===== src/rtl/mod_n_up_counter_pkg.sv =====
// Shared constants and elaboration helpers for the modulo-N up counter.
// The default modulus is the project timebase; other users pass their own N.
package mod_n_up_counter_pkg;

    localparam int unsigned DefaultN     = 10;
    localparam int unsigned DefaultWidth = 4;

    // True when 2 <= n <= 2**w and w >= 1; evaluated at elaboration only.
    function automatic bit params_legal(input int unsigned n, input int unsigned w);
        longint unsigned span;
        if (w < 1 || w > 32) begin
            return 1'b0;
        end
        span = longint'(1) << w;
        return (n >= 2) && (longint'(n) <= span);
    endfunction

endpackage


===== src/rtl/mod_n_up_counter.sv =====
// Free-running synchronous modulo-N up counter with a terminal-count decode.
// Counts 0..N-1 and wraps; any out-of-range value is cleared on the next edge.
module mod_n_up_counter
    import mod_n_up_counter_pkg::*;
#(
    parameter int unsigned N     = DefaultN,
    parameter int unsigned WIDTH = DefaultWidth
) (
    input  logic             clk,
    input  logic             reset,
    output logic [WIDTH-1:0] count,
    output logic             tc
);

    if (!params_legal(N, WIDTH)) begin : g_bad_params
        $error("mod_n_up_counter: illegal parameters N=%0d WIDTH=%0d", N, WIDTH);
    end

    localparam logic [WIDTH-1:0] MaxCount = WIDTH'(N - 1);

    logic [WIDTH-1:0] r_count;
    logic [WIDTH-1:0] w_count_next;

    // '>=' folds the normal wrap and illegal-state recovery into one compare,
    // so wrap never depends on natural overflow of the adder.
    always_comb begin
        w_count_next = r_count + WIDTH'(1);
        if (r_count >= MaxCount) begin
            w_count_next = '0;
        end
    end

    always_ff @(posedge clk) begin
        if (reset) begin
            r_count <= '0;
        end else begin
            r_count <= w_count_next;
        end
    end

    assign count = r_count;
    assign tc    = (r_count == MaxCount);

endmodule


===== config.mk =====
export PLATFORM = sky130hd
export DESIGN_NAME = mod_n_up_counter
export DESIGN_NICKNAME = d
export VERILOG_FILES = /design/src/rtl/mod_n_up_counter_pkg.sv /design/src/rtl/mod_n_up_counter.sv
export SDC_FILE = /design/constraint.sdc
export NUM_CORES = 1
export LEC_CHECK = 0
export CORE_AREA = 2 2 39 41
export DETAILED_ROUTE_END_ITERATION = 10
export DIE_AREA = 0 0 41 43
export PLACE_DENSITY = 0.38
export SLEW_MARGIN = 20
export SYNTH_ARGS = -nofsm -noshare
export SYNTH_HDL_FRONTEND = slang
export SYNTH_SLANG_ARGS = --single-unit

===== constraint.sdc =====
create_clock -name clk -period 1.25 [get_ports clk]
set_clock_uncertainty 0.05 [all_clocks]
set_input_delay 0.1875 -clock clk [delete_from_list [all_inputs] [get_ports clk]]
set_output_delay 0.1875 -clock clk [all_outputs]
set_load 0.005 [all_outputs]

# --- After elaboration in Yosys (flattened, before gate mapping) ---
# Cells that the tools add are included.
totals:
  register_bits: 4
classes:
  n_addsub: 1
  order_cmp: 1
  eq_ne: 1
  reduce_logical: 1
ops:
  columns: ["operator", "count"]
  rows:
  - ["4-bit by 1-bit adder with 4-bit output, second input constant", 1]
  - ["4-bit equality test, second input constant", 1]
  - ["4-bit greater-or-equal comparator, second input constant", 1]
  - ["2-bit OR reduction", 1]

# --- Depth between registers and ports, before layout ---
depth:
  word_depth: 2
  ltp_mapped: 5
  ltp_nobuf: 5

# --- Worst setup path after synthesis ---
# Ideal clock, no wire load.
synth_timing:
  path_kind: "flip-flop to flip-flop"
  startpoint: "reg r_count[0], in the netlist count[0]"
  endpoint: "reg r_count[2], in the netlist count[2]"
  setup_time_ns: 0.118
  arrival_ns: 0.956
  required_ns: 1.082
  slack_ns: 0.127
  path_stages_with_launch: 6
  cell_sequence: "dfxtp_1 > inv_1 > ha_1 > nor2b_2 > o21ai_1 > a21oi_1"
synth_via:
  elab_chain_cells: 2
  elab_cells_between_ends: 3
  classes_between: "1 x add/sub; 1 x order compare; 1 x reduce/logical"
synth_lines:
  columns: ["element", "line", "text"]
  rows:
  - ["from (decl)", "mod_n_up_counter.sv:21", "logic [WIDTH-1:0] r_count;"]
  - ["from (signal assigned)", "mod_n_up_counter.sv:37", "r_count <= w_count_next;"]
  - ["4-bit greater-or-equal comparator", "mod_n_up_counter.sv:28", "if (r_count >= MaxCount) begin"]
  - ["2-bit OR reduction (no line)", null, null]
# Several ways; a longest one is shown, not always the timed one.
# A chain may end at the register's enable or synchronous reset.

# --- Worst setup path after layout ---
layout_timing:
  startpoint: "reg r_count[1], in the netlist count[1]"
  endpoint: "out tc"
layout_via:
  elab_chain_cells: 1
layout_lines:
  columns: ["element", "line", "text"]
  rows:
  - ["4-bit equality test", "mod_n_up_counter.sv:42", "assign tc = (r_count == MaxCount);"]
  - ["to (decl)", "mod_n_up_counter.sv:12", "output logic tc"]
# No other way between the ends.

==> run summary <==
Run status
* completed — result of the run

CTS
* 0.04 ns — clock slew at reported path FFs
* 1 — H-tree levels
* 2 — maximum clock path buffer count
* 4 — CTS Sinks
* clkbuf_4 — root buffer cell
* 3 — clock buffer count from CTS
* 0.24 ns — clock latency on the worst-skew pair
* yes — CTS tree

Route
* 9.36 microns — average wire length per cell after detail routing
* 543 microns — Routed WL
* 3.98 — Via-to-Cell Ratio
* 2 — Pre-antenna DRT Iters
* 1 — drt initial violations
* 231 — via count
* 0 — number of antenna-violating nets in the routed design
* 0 — DRC violations left

Cells and area
* 77.3% — area added between synthesis and finish
* 0 — number of diodes
* 133 sq um — multi-input gate area in the final layout
* 4 — flip-flop count of the largest register after layout
* 85.1 sq um — FF+latch area
* 0.452 — fraction of final layout cells with drive strength greater than 1
* 49 — Post-layout nets
* 382 sq um — cell area after layout
* 162 — fill cell total of the finished layout
* 0.276 — fraction of the core area covered by cells at the end of the flow

Setup path
* output port — Critical Path Sink Type
* flip-flops — crit-path leading delay family
* 5 — number of gates on the worst path with buffers counted
* 2 — peak fanout along the critical path
* 0.99 ns — data arrival time of the critical path
* register — kind of start point of the critical path
* 2 — worst path bufs/invs
* inv_2 > ha_4 > nand2_1 > nor2_1 > buf_2 — cell chain of the critical path
* reg2out — Critical Setup Path Class
* dfxtp_2 — CP max stage cell
* 1.01 ns — Required @ worst endpoint
* 0.31 ns — max incr delay on CP
* 6 — depth of the most critical reg-to-reg path

Place
* 0.628 — gpl congestion
* 381 microns — DP HPWL
* 6 — number of buffers added on ports
* 333 sq um — area after detailed placement

Yosys
* 0.372 — proportion of netlist area held by the largest area contributor
* 5 x nor2_1, 4 x dfxtp_1, 4 x inv_1 — synth cell count leaders
* 0 — Async SR Flop Fraction
* 4 — Seq cells post-synth
* dfxtp_1 — Top FF cell, synth
* 0 — synth warn
* 8.28 sq um — average cell area after synthesis
* 0.372 — sequential element share of the synthesized area
* 31 — Post-Synthesis Net Count
* 26 — synthesized instance count
* 215 sq um — Netlist Area Pre-Place
* dfxtp_1 — cell taking the most area after synthesis
* nor2_1 — leading cell type by number of instances after synthesis
* 0 — count of flip-flops with a built-in enable after synthesis
* 12 — Yosys cell types
* dfxtp_1 37%, ha_1 17%, nor2_1 8.7% — biggest area contributors in the synthesized netlist

Floorplanning
* 43 microns — y dimension of the die
* 1380 sq um — standard cell core area
* 0.156 — Initial Utilization
* 7 — Top Ports
* 41 microns — Die Width
* 14 — standard-cell rows
* 1760 sq um — area of the die

Timing
* 0.891 — Slew HR
* true — RSZ-0062 raised after global routing
* 1.23 ns — clock period minus worst slack
* 0 — number of hold-slack violations in the final timing report
* 0.163 ns — slew at the pin with the worst max-slew slack
* 0 — number of slew-limit violations in the final report
* 0 — Final setup viols
* 815 MHz — Max Freq
* 0.981 — final cycle utilization of the critical path

Power and ir drop
* 0.000185 uW — leakage power
* 0.600 mV — Max VDD drop
* 1890 nW/um^2 — Power Dens Cells

Global route
* 214 — number of global-route vias before repair
* 0.0792 — GRT Total Usage
* 848 microns — first-pass GRT wire length
* 0 — initial antenna violation count
* 6 — maximum number of pins on one net before global-route repair
* 0 — global route overflow

Flow run
* 0 — number of maximum-capacitance constraint violations

Min path
* in2reg — path category of the worst min-delay check
* 2 — worst hold path stage count

[per-stage QoR]
stage	TNS, ns	setup slack (ns)	std cells	hold slack (ns)	total power, uW
floorplan	0	0.127	26	0.207	336
global placement	-0.161	-0.161	53	0.495	514
detailed placement	-0.172	-0.172	53	0.510	513
CTS	-0.0278	-0.0278	56	0.476	670
global route	-0.155	-0.0544	58	0.544	794
finish	0	0.0233	58	0.534	720
[cell type report]
| type | instances | share of cell area |
|---|---|---|
| multi-input combinational | 18 | 0.348 |
| sequential | 4 | 0.223 |
| inverter | 4 | 0.0393 |
| tap | 16 | 0.0525 |
| timing repair buffer | 13 | 0.279 |
| clock buffer | 3 | 0.0590 |
[worst reg2reg max path, cell delays in order (launching register included)]
cell,delay (ns)
dfxtp_2,0.34
buf_6,0.12
inv_1,0.04
ha_1,0.17
nor2b_2,0.17
o21ai_1,0.14
a21oi_1,0.08
[timing repair]
action                                  4_1_cts  5_1_grt
hold endpoints to repair                      0        0
gates resized for setup                      13        3
buffers inserted                              0        2
pin swaps                                     0        2
hold buffers                                  0        0
endpoints found under the setup margin        5        4
[cell families after synthesis]
kind of cell / count (synthesis) / synth area share
and+or+nand+nor: 11 / 0.273
AOI/OAI and AO/OA: 4 / 0.110
buffers and inverters: 4 / 0.0697
DFF: 4 / 0.372
adders and majority gates: 3 / 0.174
[report_power, final]
part           total, uW  internal, uW  switching (uW)
Sequential           200           173            27.3
Combinational        360           202             158
Clock                160           107            52.8
[layout by cell type, fill, tap and decap left out]
cell type | Yosys | final
a21oi_2 | 1 | 1
buf_2 | 0 | 1
buf_4 | 0 | 6
ha_4 | 0 | 1
clkdlybuf4s50_1 | 0 | 1
ha_1 | 3 | 2
nand4_1 | 1 | 1
inv_1 | 4 | 3
nor2b_2 | 1 | 1
nand2_1 | 1 | 1
nor2b_1 | 1 | 1
nor2_1 | 5 | 5
inv_2 | 0 | 1
dlygate4sd2_1 | 0 | 4
o21ai_1 | 1 | 1
buf_6 | 0 | 1
clkbuf_4 | 0 | 3
dfxtp_2 | 0 | 4
a21oi_1 | 2 | 2
nand3b_1 | 2 | 2
[layer usage]
| metal | vias to the layer above | share of wire | track usage |
|---|---|---|---|
| met4 | 0 | 0 | 0.0600 |
| met3 | 0 | 0.099 | 0.0628 |
| met2 | 9 | 0.47 | 0.0938 |
| met1 | 107 | 0.43 | 0.0897 |
| met5 | - | 0 | 0 |
| li1 | 115 | - | - |
[worst paths after layout]
path	slack (ns)	to	from
worst max-delay path	0.02	tc	count[1]
worst min-delay path	0.53	count[3]	reset
worst max register to register	0.03	count[2]	count[0]
worst min register to register	0.57	count[3]	count[3]
Power figures use the tool's default switching activity.
